<file path="src/rtl/fetch_unit.sv">
// ============================================================================
// Module  : fetch_unit
// Brief   : Instruction fetch front-end feeding decode from direct_cache.
//           Optional perf counters enabled by macro FETCH_PERF_CNT_EN.
// Revision: 1.0 - initial release
// ============================================================================
`default_nettype none

module fetch_unit #(
  parameter logic [31:0] ResetPc   = 32'h0000_0000,
  parameter int          FifoDepth = 4
) (
  input  logic        clk_i,
  input  logic        rst_i,
  output logic [31:0] cache_addr_o,
  output logic        cache_read_en_o,
  input  logic        cache_read_valid_i,
  input  logic [31:0] cache_read_word_i,
  input  logic        redirect_i,
  input  logic [31:0] redirect_pc_i,
  output logic        instr_valid_o,
  output logic [31:0] instr_o,
  output logic [31:0] instr_pc_o,
`ifdef FETCH_PERF_CNT_EN
  output logic [31:0] perf_fetch_cnt_o,
  output logic [31:0] perf_wait_cnt_o,
`endif
  input  logic        instr_ready_i
);

  localparam int          c_ptr_w    = $clog2(FifoDepth);
  localparam int          c_cnt_w    = c_ptr_w + 1;
  localparam logic [31:0] c_reset_pc = ResetPc & ~32'h3;
  localparam logic [c_cnt_w-1:0] c_depth = c_cnt_w'(FifoDepth);

  typedef enum logic [1:0] {
    IDLE    = 2'd0,
    REQ     = 2'd1,
    DISCARD = 2'd2
  } state_t;

  state_t               r_state;
  logic [31:0]          r_fetch_pc;
  logic [31:0]          r_stored_target;
  logic [c_cnt_w-1:0]   r_count;
  logic [c_ptr_w-1:0]   r_wr_ptr;
  logic [c_ptr_w-1:0]   r_rd_ptr;
  logic [31:0]          r_mem_instr [FifoDepth];
  logic [31:0]          r_mem_pc    [FifoDepth];

  logic                 w_complete;
  logic                 w_push;
  logic                 w_pop;
  logic [c_cnt_w-1:0]   w_count_next;
  logic                 w_space;
  logic [31:0]          w_redir_pc;

  assign cache_addr_o    = r_fetch_pc;
  assign cache_read_en_o = (r_state == REQ) || (r_state == DISCARD);
  assign instr_valid_o   = (r_count != '0);
  assign instr_o         = r_mem_instr[r_rd_ptr];
  assign instr_pc_o      = r_mem_pc[r_rd_ptr];

  assign w_redir_pc   = redirect_pc_i & ~32'h3;
  assign w_complete   = cache_read_en_o && cache_read_valid_i;
  assign w_push       = (r_state == REQ) && w_complete && !redirect_i;
  assign w_pop        = instr_valid_o && instr_ready_i && !redirect_i;
  // A redirect empties the FIFO, so the next fetch always has room.
  assign w_count_next = redirect_i ? '0
                      : r_count + c_cnt_w'(w_push) - c_cnt_w'(w_pop);
  assign w_space      = (w_count_next < c_depth);

  always_ff @(posedge clk_i or posedge rst_i) begin
    if (rst_i) begin
      r_state         <= IDLE;
      r_fetch_pc      <= c_reset_pc;
      r_stored_target <= c_reset_pc;
    end else begin
      case (r_state)
        IDLE: begin
          if (redirect_i) r_fetch_pc <= w_redir_pc;
          if (w_space)    r_state    <= REQ;
        end
        REQ: begin
          if (w_complete && !redirect_i) begin
            r_fetch_pc <= r_fetch_pc + 32'd4;
            r_state    <= w_space ? REQ : IDLE;
          end else if (redirect_i && !w_complete) begin
            // Address must stay stable until the cache answers.
            r_stored_target <= w_redir_pc;
            r_state         <= DISCARD;
          end else if (redirect_i && w_complete) begin
            r_fetch_pc <= w_redir_pc;
          end
        end
        DISCARD: begin
          if (w_complete) begin
            r_fetch_pc <= redirect_i ? w_redir_pc : r_stored_target;
            r_state    <= REQ;
          end else if (redirect_i) begin
            r_stored_target <= w_redir_pc;
          end
        end
        default: r_state <= IDLE;
      endcase
    end
  end

  always_ff @(posedge clk_i or posedge rst_i) begin
    if (rst_i) begin
      r_count  <= '0;
      r_wr_ptr <= '0;
      r_rd_ptr <= '0;
      for (int i = 0; i < FifoDepth; i++) begin
        r_mem_instr[i] <= '0;
        r_mem_pc[i]    <= '0;
      end
    end else begin
      r_count <= w_count_next;
      if (redirect_i) begin
        r_wr_ptr <= '0;
        r_rd_ptr <= '0;
      end else begin
        if (w_push) begin
          r_mem_instr[r_wr_ptr] <= cache_read_word_i;
          r_mem_pc[r_wr_ptr]    <= r_fetch_pc;
          r_wr_ptr              <= r_wr_ptr + 1'b1;
        end
        if (w_pop) r_rd_ptr <= r_rd_ptr + 1'b1;
      end
    end
  end

`ifdef FETCH_PERF_CNT_EN
  logic [31:0] r_perf_fetch_cnt;
  logic [31:0] r_perf_wait_cnt;

  assign perf_fetch_cnt_o = r_perf_fetch_cnt;
  assign perf_wait_cnt_o  = r_perf_wait_cnt;

  always_ff @(posedge clk_i or posedge rst_i) begin
    if (rst_i) begin
      r_perf_fetch_cnt <= '0;
      r_perf_wait_cnt  <= '0;
    end else begin
      if (w_push) r_perf_fetch_cnt <= r_perf_fetch_cnt + 32'd1;
      if (cache_read_en_o && !cache_read_valid_i)
        r_perf_wait_cnt <= r_perf_wait_cnt + 32'd1;
    end
  end
`endif

endmodule

`default_nettype wire
</file>
<file path="config.mk">
export PLATFORM = sky130hd
export DESIGN_NAME = fetch_unit
export DESIGN_NICKNAME = d
export VERILOG_FILES = /design/src/rtl/fetch_unit.sv
export SDC_FILE = /design/constraint.sdc
export NUM_CORES = 1
export LEC_CHECK = 0
export CAP_MARGIN = 20
export CORE_MARGIN = 5
export CORE_UTILIZATION = 40
export DETAILED_ROUTE_END_ITERATION = 12
export GPL_TIMING_DRIVEN = 1
export SLEW_MARGIN = 20
export SYNTH_ARGS = -nofsm -noshare
export SYNTH_HDL_FRONTEND = slang
export SYNTH_SLANG_ARGS = --single-unit
</file>
<file path="constraint.sdc">
create_clock -name clk_i -period 13.4 [get_ports clk_i]
set_input_delay 1.34 -clock clk_i [delete_from_list [all_inputs] [get_ports clk_i]]
set_output_delay 1.34 -clock clk_i [all_outputs]
set_load 0.05 [all_outputs]
</file>
---- Word level (Yosys, flattened, before mapping) ----
Cells that the tools add are included.
storage, ports and cells
  output and inout bits ................... 98
  input port bits ......................... 69
  flip-flop bits (word level) ............. 329
operators by class
  add/sub/neg operators ................... 5
  bitwise gates (word level) .............. 3
  magnitude comparators ................... 4
  equality and inequality tests ........... 11
  mux-type cells .......................... 32
  reductions and logical operators ........ 22
operators with widths
  operator                                                     count
  two-way mux 32 bit                                           14
  bitwise mux 128 bit                                          2
  binary-select mux 32 bit (select 2 bit)                      2
  case mux 32 bit (3 select lines)                             1
  demux 32 bit (select 2 bit)                                  1
  case mux 32 bit (2 select lines)                             1
  adder 32 x 3 -> 32 bit (second input constant)               1
  two-way mux 2 bit                                            8
  != test 2 bit (second input constant)                        5
  logical AND 1 bit                                            9
  greater-or-equal comparator 3 bit (second input constant)    2
  != test 3 x 1 -> 1 bit (second input constant)               2
  inverter 2 -> 3 bit                                          2
  case mux 2 bit (3 select lines)                              1
  nonzero test 2 bit                                           3
  nonzero test 3 bit                                           2
  AND reduction 5 bit                                          1
  adder 2 x 1 -> 2 bit (second input constant)                 2
  AND reduction 4 bit                                          1
  adder 3 x 1 -> 3 bit                                         1
  less-than comparator 3 x 1 -> 1 bit (second input constant)  1
  less-than comparator 3 bit (second input constant)           1
  two-way mux 3 bit                                            1
  != test 3 bit (second input constant)                        1
  11 further kinds                                             12

---- Depth between registers and ports, before layout ----
  depth after elaboration ................. 12
  depth in mapped cells ................... 17

---- Least setup slack after synthesis ----
OpenSTA, ideal clock, no wires.
  path type ............................... input -> register
  start ................................... input redirect_i
  end ..................................... register r_state[1]
  stages on the path ...................... 14
  library setup time ...................... 0.125 ns
  path slack .............................. 9.575 ns
  buffers on the path ..................... 3
  data arrival time ....................... 3.700 ns
  cell sequence ........................... buf_2 buf_1 buf_2 nor2_1 ha_1 inv_1 ha_1 inv_1 fa_1 xnor3_1 nor2_1 nand2_1 nand2_1 mux2_2
between the ends
  longest elaborated chain between the ends .. 8
  elaborated cells on any way between the ends .. 14
  classes of those cells .................. 2 x add/sub; 1 x order compare; 2 x eq/ne; 3 x mux; 6 x reduce/logical
RTL lines
  what                             line    source
  from (decl)                      19      input logic redirect_i,
  logical NOT 1 bit                66, 67
  logical AND 1 bit                66      assign w_push = (r_state == REQ) && w_complete && !redirect_i;
  adder 3 x 1 -> 3 bit             70      : r_count + c_cnt_w'(w_push) - c_cnt_w'(w_pop);
  subtractor 3 x 1 -> 3 bit        70
  two-way mux 3 bit *              69      assign w_count_next = redirect_i ? '0
  via w_count_next[2]              54      logic [c_cnt_w-1:0] w_count_next;
  less-than comparator 3 bit *     71      assign w_space = (w_count_next < c_depth);
  != test 2 bit (no line) *        -
  AND reduction 3 bit (no line) *  -
  to (signal assigned)             87      r_state <= w_space ? REQ : IDLE;
  to (decl)                        42      state_t r_state;
Mark *: on every way through the listed nets, which the timed path passes. The rest lies on a longest branch.
A chain may end at the register's enable or synchronous reset.

---- Worst setup path after layout ----
  start ................................... register r_rd_ptr[0]
  end ..................................... output instr_pc_o[24]
between the ends
  longest elaborated chain between the ends .. 4
RTL lines
  what                                                    line  source
  from (decl)                                             47    logic [c_ptr_w-1:0] r_rd_ptr;
  from (signal assigned)                                  129   if (w_pop) r_rd_ptr <= r_rd_ptr + 1'b1;
  inverter 2 -> 3 bit (not written as such)               62    assign instr_pc_o = r_mem_pc[r_rd_ptr];
  binary-select mux 32 bit (select 2 bit)                 62
  two-way mux 32 bit (not written as such) (2 in series)  62
  to (decl)                                               23    output logic [31:0] instr_pc_o,
Every way passes these cells. The select of a mux whose other input is x is not followed.

==> reports/qor.txt <==
Worst Setup Slack post-DPL: 8630 ps
most instantiated cells after synthesis: 329 x dfrtp_1, 277 x mux2_2, 64 x mux4_2, 51 x nand2_1, 51 x o21ai_0
Cell Pwr Density: 251 nW/um2
Port Buffers: 164
Critical R2R Capture: r_state[1]
fin crit period: 4930 ps
hpwl dp: 22.9 mm
IO Pins: 167
Synth Area in Compound Gates: 6.59%
nets: 1,311
crit end category: output port
final worst-path setup slack: 8470 ps
Starting Density: 40.5%
worst hold-check path type: flip-flop to flip-flop
Worst-Margin Slew: 1090 ps
Hold EP: r_mem_pc[103]
Max Slew Vio Count: 0
grt total ovfl: 0
CP Buf/Inv Count: 2
crit path kind: flip-flop to output port
core area: 37,700 um2
DIE WIDTH: 205 um
Worst path max stage delay: 910 ps
largest net degree at the start of global routing: 122
Placer Congestion: 0.797
gr usage total: 17.8%
TritonCTS buffer count: 37
count leader, synth: dfrtp_1
CP max-delay cell: dfrtp_4
Leak: 8.24 nW
ANT nets after route: 0
worst skew pair latency: 530 ps
RSZ-0062 raised after global routing: no
# rows: 71
Post-synth top flop: dfrtp_1
CTS Sinks: 329
clock-pin slew on the worst setup and hold paths: 60 ps
CP arrival: 3590 ps
setup violators final: 0
fin crit share: 36.8%
CTS tree: done
initial DRC count: 408
Total Die Area: 42,200 um2
Die Y: 205 um
Seq/Total Area, Yosys: 53.9%
hold path cells: 2
Hold Vio Cnt, Final: 0
Setup TNS Final: 0 ps
CP Launch Type: flip-flop
share of layout cells above drive strength 1: 35.2%
number of global-route vias before repair: 10,100
CP top delay family: buffers and inverters
Post-Synth XOR/XNOR Area: 0.492%
first drt pass iteration count: 5
Setup Skew: 24.8 ps
clock root cell: clkbuf_16
Mapped Area: 15,300 um2
syn nets: 1,172
total setup buffers inserted after CTS: 0
crit-path cells: buf_4 -> mux4_2 -> clkdlybuf4s50_1
DR vias: 9,613
first-pass GRT wire length: 59.1 mm
number of cells on the worst reg-to-reg path: 15
Power Total: 4.68 mW
Routed WL per cell: 20.9 um
Fill cells: 3,343
Netlist cell types: 61
Synth Area in Simple Gates: 4.91%
#FFs+latches synth: 329
main combinational cell family by area after synthesis: multiplexers
antenna violations before repair: 1
Yosys Warn Count: 0
htree depth: 2
max cap viols: 0
CTS hold repair buffers: 0
worst-path fanout max: 35
P&R area growth vs syn: 21.9%
Max Root-Sink Buffers: 3
share of flip-flops with an asynchronous set or reset: 100%
adder-cell share of the synthesized area: 1.03%
CTS resizes: 0
Gate Count Post-Synth: 1,091
mux share of post-synthesis cell area: 30.0%
Via-to-Cell Ratio: 5.43
status: completed
r2r setup slk: 9800 ps
Post-synth EDFFs: 0
max_slew headroom: 27.2%
Synth area leaders: dfrtp_1 54%, mux2_2 20%, mux4_2 9.4%
post-synth top area cell: dfrtp_1
total wire length: 37.0 mm
reg2reg start: r_state[1]
Peak VDD IR: 139 uV
CP required: 12,060 ps
f_max: 203 MHz
Synth top area share: 53.9%
Synth Area per Inst: 14.0 um2
hold path startpoint: r_mem_pc[103]
# DRC: 0
antenna cells: 0
-- metal layers --
layer / share of wire (%) / track usage (%)
met4: 2.0 / 4.43
met5: 0.035 / 0
met2: 46 / 27.4
met3: 5.5 / 3.86
met1: 47 / 26.0
-- tightest hold or removal path, cell delays in order (launching register included) --
cell and delay [ps]:
dfrtp_1 340, nand2_1 50, o21ai_0 60
-- state kept, by name, indices dropped and copies added (netlist names) --
signal,cells
r_mem_pc,128
r_state,2
r_stored_target,32
r_rd_ptr,2
r_wr_ptr,2
r_count,3
r_mem_instr,128
cache_addr_o,32
-- power by group --
part,internal [mW],switching [mW],leakage (nW)
combinational,0.878,1.21,3.31
clock,0.624,0.400,0.618
sequential,1.30,0.272,4.32
-- cells in the final DEF, fill, tap and decap left out, drive strengths merged, types with 3 or more instances in the layout --
| master | count |
|---|---|
| a21oi | 21 |
| a221o | 3 |
| a221oi | 12 |
| a22o | 15 |
| a22oi | 8 |
| a2bb2oi | 3 |
| a31oi | 9 |
| buf | 21 |
| clkbuf | 60 |
| clkdlybuf4s50 | 164 |
| clkinv | 4 |
| dfrtp | 329 |
| ha | 11 |
| inv | 17 |
| mux2 | 277 |
| mux4 | 64 |
| nand2 | 52 |
| nand3 | 22 |
| nand4 | 9 |
| nor2 | 32 |
| nor2b | 7 |
| nor3 | 12 |
| nor4 | 3 |
| o21ai | 53 |
| o22a | 3 |
| o22ai | 3 |
| o31a | 3 |
| or3 | 5 |
| xnor2 | 3 |
| xor2 | 3 |
-- stage by stage --
stage | cell area (um2) | hold WS [ps] | std cells | utilization, %
after global placement | 17300 | 456 | 1701 | 46.0
after global routing | 18600 | 496 | 1769 | 49.4
final | 18600 | 477 | 1769 | 49.4
after CTS | 18600 | 482 | 1768 | 49.4
after floorplan | 15300 | 445 | 1091 | -
after detailed placement | 17300 | 470 | 1701 | 46.0
-- cell type report --
class	count	area [um2]	area share, %
multi-input combinational	661	6600	35.5
inverter	16	67.6	0.363
clock inverter	7	66.3	0.356
tap	511	639	3.44
timing repair buffer	185	1810	9.73
sequential	329	8240	44.3
clock buffer	60	1180	6.37
-- how the worst max path moves through the flow --
stage	startpoint	end	slack, ps	cells after the start
2_1_floorplan	rst_i	cache_addr_o[0]	2950	1
3_3_place_gp	redirect_i	r_state[1]	8660	15
3_5_place_dp	redirect_i	r_state[1]	8630	15
4_1_cts	r_rd_ptr[0]	instr_pc_o[17]	8320	3
5_1_grt	r_rd_ptr[0]	instr_pc_o[17]	8210	3
6_report	r_rd_ptr[0]	instr_pc_o[24]	8470	3
-- cells by family after synthesis --
logic type | count (synthesis)
flip-flops | 329
AND/OR/NAND/NOR | 149
buffers and inverters | 101
AO/OA/AOI/OAI | 150
adder cells (fa/ha/maj) | 12
XOR/XNOR | 7
multiplexers | 343
Power figures use the tool's default switching activity.
